### config.mk
export PLATFORM = sky130hd
export DESIGN_NAME = mem_model_param
export DESIGN_NICKNAME = d
export VERILOG_FILES = /design/src/rtl/mem_model_pkg.sv /design/src/rtl/mem_model_param_lfsr.sv /design/src/rtl/mem_model_param.sv
export SDC_FILE = /design/constraint.sdc
export NUM_CORES = 2
export LEC_CHECK = 0
export CELL_PAD_IN_SITES_DETAIL_PLACEMENT = 1
export CELL_PAD_IN_SITES_GLOBAL_PLACEMENT = 2
export CORE_MARGIN = 2
export CORE_UTILIZATION = 46
export CTS_CLUSTER_SIZE = 40
export DETAILED_ROUTE_END_ITERATION = 16
export GPL_TIMING_DRIVEN = 1
export PLACE_DENSITY = 0.75
export SETUP_SLACK_MARGIN = 0.3
export SLEW_MARGIN = 20
export SYNTH_ARGS = -nofsm -noshare
export SYNTH_HDL_FRONTEND = slang
export SYNTH_SLANG_ARGS = --single-unit
export TNS_END_PERCENT = 10
### constraint.sdc
create_clock -name clk -period 13.68 [get_ports clk]
set_clock_uncertainty 0.15 [all_clocks]
set_input_delay 2.736 -clock clk [delete_from_list [all_inputs] [get_ports clk]]
set_output_delay 2.736 -clock clk [all_outputs]
set_load 0.01 [all_outputs]
### src/rtl/mem_model_pkg.sv
// Shared types and helpers for the parametrised memory responder.
// Build option: MEM_MODEL_RAND_LAT_EN selects randomised response latency.
package mem_model_pkg;

    typedef enum logic [1:0] {
        IDLE,
        BUSY,
        RESP
    } mem_state_t;

    typedef enum logic {
        OP_READ,
        OP_WRITE
    } mem_op_t;

    // Right-shifting Galois form of x^16 + x^14 + x^13 + x^11 + 1
    localparam logic [15:0] LFSR_TAPS = 16'hB400;

    function automatic logic [63:0] byte_merge(
        input logic [63:0] old_data,
        input logic [63:0] new_data,
        input logic [7:0]  mask
    );
        logic [63:0] r;
        r = old_data;
        for (int i = 0; i < 8; i++) begin
            if (mask[i]) begin
                r[8*i +: 8] = new_data[8*i +: 8];
            end
        end
        return r;
    endfunction

endpackage

### src/rtl/mem_model_param_lfsr.sv
// 16-bit Galois LFSR used to randomise response latency.
// Only instantiated when MEM_MODEL_RAND_LAT_EN is defined.
module mem_lfsr16
    import mem_model_pkg::*;
(
    input  logic        clk,
    input  logic        rst,
    input  logic        en,
    output logic [15:0] state
);

    always_ff @(posedge clk or posedge rst) begin
        if (rst) begin
            state <= 16'h0001;
        end else if (en) begin
            state <= {1'b0, state[15:1]} ^ (state[0] ? LFSR_TAPS : 16'h0000);
        end
    end

endmodule

### src/rtl/mem_model_param.sv
// Parametrised single-port memory responder with configurable latency.
// Build option: MEM_MODEL_RAND_LAT_EN adds LFSR-driven random extra latency.
module mem_model_param
    import mem_model_pkg::*;
#(
    parameter int DATA_WIDTH    = 16,
    parameter int ADDR_WIDTH    = 16,
    parameter int DEPTH_WORDS   = 256,
    parameter int LATENCY       = 3,
    parameter int LAT_RAND_MASK = 3
) (
    input  logic                    clk,
    input  logic                    rst,
    input  logic                    read,
    input  logic                    write,
    input  logic [DATA_WIDTH/8-1:0] wmask,
    input  logic [ADDR_WIDTH-1:0]   address,
    input  logic [DATA_WIDTH-1:0]   wdata,
    output logic                    resp,
    output logic [DATA_WIDTH-1:0]   rdata,
    output logic                    err
);

    localparam int NBYTES = DATA_WIDTH / 8;
    localparam int OFFS   = $clog2(NBYTES);
    localparam int MEM_AW = $clog2(DEPTH_WORDS);
    localparam int CNT_W  = 16;

    mem_state_t            state_q, state_d;
    mem_op_t               op_q, req_op;
    logic [ADDR_WIDTH-1:0] addr_q;
    logic [DATA_WIDTH-1:0] wdata_q;
    logic [NBYTES-1:0]     wmask_q;
    logic [CNT_W-1:0]      cnt_q, cnt_d, load_val, rand_extra;
    logic                  err_seen_q, err_seen_d;
    logic                  accept;
    logic [ADDR_WIDTH-1:0] word_idx;
    logic [MEM_AW-1:0]     mem_idx;
    logic                  in_range;
    logic                  mismatch;

    logic [DATA_WIDTH-1:0] mem [DEPTH_WORDS];

`ifdef MEM_MODEL_RAND_LAT_EN
    logic [15:0] lfsr;

    mem_lfsr16 u_lfsr (
        .clk   (clk),
        .rst   (rst),
        .en    (1'b1),
        .state (lfsr)
    );

    assign rand_extra = lfsr & 16'(LAT_RAND_MASK);
`else
    assign rand_extra = '0;
`endif

    assign load_val = CNT_W'(LATENCY - 1) + rand_extra;
    assign word_idx = addr_q >> OFFS;
    assign mem_idx  = word_idx[MEM_AW-1:0];
    assign in_range = (word_idx >> MEM_AW) == '0;
    assign req_op   = write ? OP_WRITE : OP_READ;

    // Held request must stay a single op at the same address until resp
    assign mismatch = !(read ^ write) || (req_op != op_q) ||
                      (address != addr_q);

    always_comb begin
        state_d    = state_q;
        cnt_d      = cnt_q;
        err_seen_d = err_seen_q;
        accept     = 1'b0;
        resp       = 1'b0;
        err        = 1'b0;
        rdata      = '0;
        unique case (state_q)
            IDLE: begin
                if (read && write) begin
                    err = 1'b1;
                end else if (read || write) begin
                    accept     = 1'b1;
                    cnt_d      = load_val;
                    err_seen_d = 1'b0;
                    state_d    = (load_val == '0) ? RESP : BUSY;
                end
            end
            BUSY: begin
                if (mismatch && !err_seen_q) begin
                    err        = 1'b1;
                    err_seen_d = 1'b1;
                end
                cnt_d = cnt_q - 1'b1;
                if (cnt_q == CNT_W'(1)) begin
                    state_d = RESP;
                end
            end
            RESP: begin
                resp    = 1'b1;
                err     = !in_range;
                state_d = IDLE;
                if (op_q == OP_READ && in_range) begin
                    rdata = mem[mem_idx];
                end
            end
            default: state_d = IDLE;
        endcase
    end

    always_ff @(posedge clk or posedge rst) begin
        if (rst) begin
            state_q    <= IDLE;
            cnt_q      <= '0;
            err_seen_q <= 1'b0;
            op_q       <= OP_READ;
            addr_q     <= '0;
            wdata_q    <= '0;
            wmask_q    <= '0;
        end else begin
            state_q    <= state_d;
            cnt_q      <= cnt_d;
            err_seen_q <= err_seen_d;
            if (accept) begin
                op_q    <= req_op;
                addr_q  <= address;
                wdata_q <= wdata;
                wmask_q <= wmask;
            end
        end
    end

    // Storage has no reset; an aborted write never reaches RESP
    always_ff @(posedge clk) begin
        if (state_q == RESP && op_q == OP_WRITE && in_range) begin
            mem[mem_idx] <= DATA_WIDTH'(byte_merge(64'(mem[mem_idx]),
                                                   64'(wdata_q),
                                                   8'(wmask_q)));
        end
    end

endmodule

==> summary.json <==
{
  "cell_internal_pwr_w": 0.0301,
  "worst_ir_drop_vdd_mv": 0.625,
  "run_status": "completed",
  "crit_path_start_kind": "flip-flop",
  "arrival_ps": 7080,
  "timing.final.ws_setup_ps": 3710,
  "avgRoutedWirePerCell_um": 35.0,
  "relSlewSlack_pct": 13.9,
  "dominantRegCellSynth": "sky130_fd_sc_hd__edfxtp_1",
  "async_reset_ff_share_pct": 1.30,
  "ys_ff_latch": 4150,
  "setup_tns_ps": 0,
  "worstHoldPathCells": 1,
  "grtUsageMet3_pct": 5.23,
  "number_of_enable_flip_flop_cells_after_synthesis": 4096,
  "grt_first_pass_wirelength_um": 652000,
  "leakage_power_summed_over_all_cells_nw": 57.5,
  "seq_power_share_pct": 41.9,
  "fmax_mhz": 100,
  "grt.busiest_layer": "met2",
  "cts_made_buffers": 425,
  "ant_nets_after_route": 0,
  "cts.repair.resized": 0,
  "clock_latency_ps": 1000,
  "die_area_um2": 353000,
  "detailedRoute.firstPassIterationCount": 6,
  "grt_start_max_net_pins": 194,
  "timing.final.setup_violations": 0,
  "critPathCaptureType": "primary output",
  "areaGrowthSynthToFinish_pct": 13.6,
  "min_from": "wdata_q[7]",
  "fill_cells": 30444,
  "final_layout_size_suffix_gt1_share_pct": 22.4,
  "worst_r2r_endpoint": "mem[219][13]",
  "sequential_to_total_area_share_from_yosys_stat_pct": 77.6,
  "worstMarginPinSlew_ps": 1280,
  "max-cap-violations": 0,
  "dpl_worst_slack_ps": 4720,
  "worstSetupPathType": "flip-flop to primary output",
  "worst_hold_path.endpoint": "wdata_q[7]",
  "worstPathRequired_ps": 10790,
  "dp.final_hpwl_um": 273000,
  "clk_path_buf_depth": 4,
  "layout.nets": 8238,
  "regArea_um2": 124000,
  "warnings_synthesis": 0,
  "reg2reg_slack_ps": 5990,
  "path_clk_slew_ps": 60,
  "die-width_um": 594,
  "mostFrequentLayoutCell": "sky130_fd_sc_hd__edfxtp_1",
  "globalRouteOverflowTotal": 0,
  "r2r.worst_path.cells": 10,
  "synth_cells": 7738,
  "totalWireLength_um": 460000,
  "initial_core_util_pct": 46.2,
  "unrepaired_setup_endpoints_after_global_routing": "false",
  "cts_sinks": 4150,
  "post_synth.cell_area_avg_um2": 20.7,
  "clock_power_share_pct": 24.1,
  "post_synth_instance_area_um2": 160000,
  "grt_use_total_pct": 25.8,
  "cts-htree-levels": 5,
  "timing.rr.start": "addr_q[2]",
  "synthesis.nets": 7780,
  "post-route-util_pct": 52.5,
  "groute.layer.met1.usage_pct": 35.1,
  "postCtsHoldBufs": 0,
  "detail_route.drc_violations": 0,
  "buffer_ports.inserted": 55,
  "number_of_top_level_pins": 56,
  "sw_frac_of_total_pct": 36.4,
  "finalHoldWorstSlack_ps": 358,
  "timing.final.crit_period_ps": 9970,
  "timing.hold.worst.class": "flip-flop to flip-flop",
  "final_cell_mix": "sky130_fd_sc_hd__edfxtp_1 (4096), sky130_fd_sc_hd__mux2i_1 (699), sky130_fd_sc_hd__mux4_2 (699)",
  "cellPowerDensity_nw_per_um2": 260,
  "coreArea_um2": 346000,
  "power.net_switching_w": 0.0172,
  "gr-usage-met2_pct": 40.8,
  "worstPathMaxFanout": 78,
  "via_count_of_the_first_global_routing_pass": 85087,
  "multiInputGateArea_um2": 34100,
  "yosysUniqueCellTypes": 62,
  "combPwrFrac_pct": 34.0,
  "total_power_w": 0.0473,
  "via_count": 82301,
  "cts_setup_buffers": 0,
  "final_min_period_over_clock_period_pct": 72.9,
  "via_density_per_instance": 6.27,
  "initial_antenna_violation_count": 19,
  "gpl.final_weighted_congestion": 0.904,
  "core.rowCount": 216,
  "cts_tree": "yes",
  "report.final.slew_viol_count": 0,
  "cts_root_buffer": "sky130_fd_sc_hd__clkbuf_16",
  "chipHeight_um": 594,
  "report.final.hold_viol_count": 0,
  "drt_first_iter_violations": 9772
}
-- routing by layer --
metal | wire (um) | up-vias
li1 | - | 33354
met1 | 180000 | 44386
met2 | 218000 | 3765
met3 | 40400 | 790
met4 | 22000 | 6
met5 | 45 | -
-- layout make-up --
type	count	share of cell area (%)
Antenna cell	9	0.0124
Clock buffer	524	6.17
Clock inverter	256	1.30
Inverter	11	0.0234
Multi-Input combinational cell	3098	18.7
Sequential cell	4150	68.3
Tap cell	4578	3.15
Timing Repair Buffer	510	2.32
-- synthesized netlist by cell type (4+ instances only) --
cell type,instances,share of area (%)
sky130_fd_sc_hd__buf_6,21,0.15
sky130_fd_sc_hd__o21ai_0,54,0.17
sky130_fd_sc_hd__or2_1,13,0.051
sky130_fd_sc_hd__a22o_1,32,0.17
sky130_fd_sc_hd__buf_2,158,0.49
sky130_fd_sc_hd__mux4_2,699,9.8
sky130_fd_sc_hd__nor2_1,283,0.66
sky130_fd_sc_hd__clkbuf_1,205,0.48
sky130_fd_sc_hd__a21oi_1,53,0.17
sky130_fd_sc_hd__inv_1,8,0.019
sky130_fd_sc_hd__o22ai_1,64,0.25
sky130_fd_sc_hd__mux2i_1,699,4.4
sky130_fd_sc_hd__a211oi_1,16,0.075
sky130_fd_sc_hd__o41ai_1,18,0.098
sky130_fd_sc_hd__a22oi_1,306,1.4
sky130_fd_sc_hd__ha_1,4,0.031
sky130_fd_sc_hd__and4_1,15,0.082
sky130_fd_sc_hd__and3_1,19,0.074
sky130_fd_sc_hd__dfrtp_1,54,0.84
sky130_fd_sc_hd__edfxtp_1,4096,77
sky130_fd_sc_hd__and2_1,6,0.023
sky130_fd_sc_hd__o21ai_1,5,0.016
sky130_fd_sc_hd__nand4_1,53,0.21
sky130_fd_sc_hd__xnor2_1,19,0.10
sky130_fd_sc_hd__a221oi_1,96,0.52
sky130_fd_sc_hd__o21a_1,16,0.075
sky130_fd_sc_hd__a41oi_1,17,0.093
sky130_fd_sc_hd__nor4b_2,14,0.13
sky130_fd_sc_hd__mux2_2,31,0.22
sky130_fd_sc_hd__nand2_1,84,0.20
sky130_fd_sc_hd__nor4_1,40,0.16
sky130_fd_sc_hd__o2111ai_1,16,0.087
sky130_fd_sc_hd__o211ai_1,15,0.070
sky130_fd_sc_hd__buf_4,63,0.30
sky130_fd_sc_hd__buf_1,31,0.073
sky130_fd_sc_hd__xor2_1,8,0.044
sky130_fd_sc_hd__a31oi_1,94,0.37
sky130_fd_sc_hd__nand3_1,236,0.74
sky130_fd_sc_hd__nand2b_1,19,0.074
sky130_fd_sc_hd__nor3_1,7,0.022
sky130_fd_sc_hd__or2_2,4,0.016
sky130_fd_sc_hd__nor2b_1,13,0.051
-- power by group through the flow --
| stage | Combinational [W] | Sequential [W] | Clock [W] |
|---|---|---|---|
| after CTS | 0.0160 | 0.0198 | 0.0115 |
| after global placement | 0.0152 | 0.0200 | 0 |
| final | 0.0161 | 0.0198 | 0.0114 |
| after global routing | 0.0167 | 0.0198 | 0.0120 |
| after detailed placement | 0.0160 | 0.0201 | 0 |
| after floorplan | 0.00828 | 0.0219 | 0 |
-- flip-flops by register name, summed over array words and instances, names as in the netlist --
name,count
op_q,1
wmask_q,2
cnt_q,16
state_q,2
mem,4096
addr_q,16
err_seen_q,1
wdata_q,16
-- how the worst max path moves through the flow --
stage / slack [ps] / from / depth (start not counted) / endpoint
after detailed placement: 4720 / addr_q[1] / 10 / rdata[0]
final: 3710 / addr_q[2] / 10 / rdata[13]
after CTS: 3680 / addr_q[1] / 10 / rdata[0]
after global routing: 3560 / addr_q[1] / 10 / rdata[0]
after global placement: 4370 / addr_q[1] / 10 / rdata[2]
after floorplan: 2190 / addr_q[1] / 12 / mem[0][10]
-- through the flow --
step,area [um2],instances
2_1_floorplan,160000,7738
3_3_place_gp,168000,12339
3_5_place_dp,168000,12345
4_1_cts,182000,13125
5_1_grt,182000,13128
6_report,182000,13136
-- critical path, cell delays in order, from the launching register on --
cell	delay, ps
sky130_fd_sc_hd__dfrtp_4	960
sky130_fd_sc_hd__buf_12	470
sky130_fd_sc_hd__buf_4	650
sky130_fd_sc_hd__mux2i_1	540
sky130_fd_sc_hd__a22oi_1	830
sky130_fd_sc_hd__o211ai_1	360
sky130_fd_sc_hd__a41oi_1	750
sky130_fd_sc_hd__a21oi_1	200
sky130_fd_sc_hd__a211oi_1	270
sky130_fd_sc_hd__buf_4	230
sky130_fd_sc_hd__clkdlybuf4s50_1	550
-- kinds of logic after synthesis --
family          Yosys count  synth area share (%)
mux                    1429                  14.4
flops                  4150                  77.6
xor+xnor                 27                 0.148
fa+ha+maj                 4                0.0312
compound gates          805                  3.62
buf+inv                 490                  1.52
simple gates            833                  2.64
Note: power is estimated with default switching activity, not from simulation.
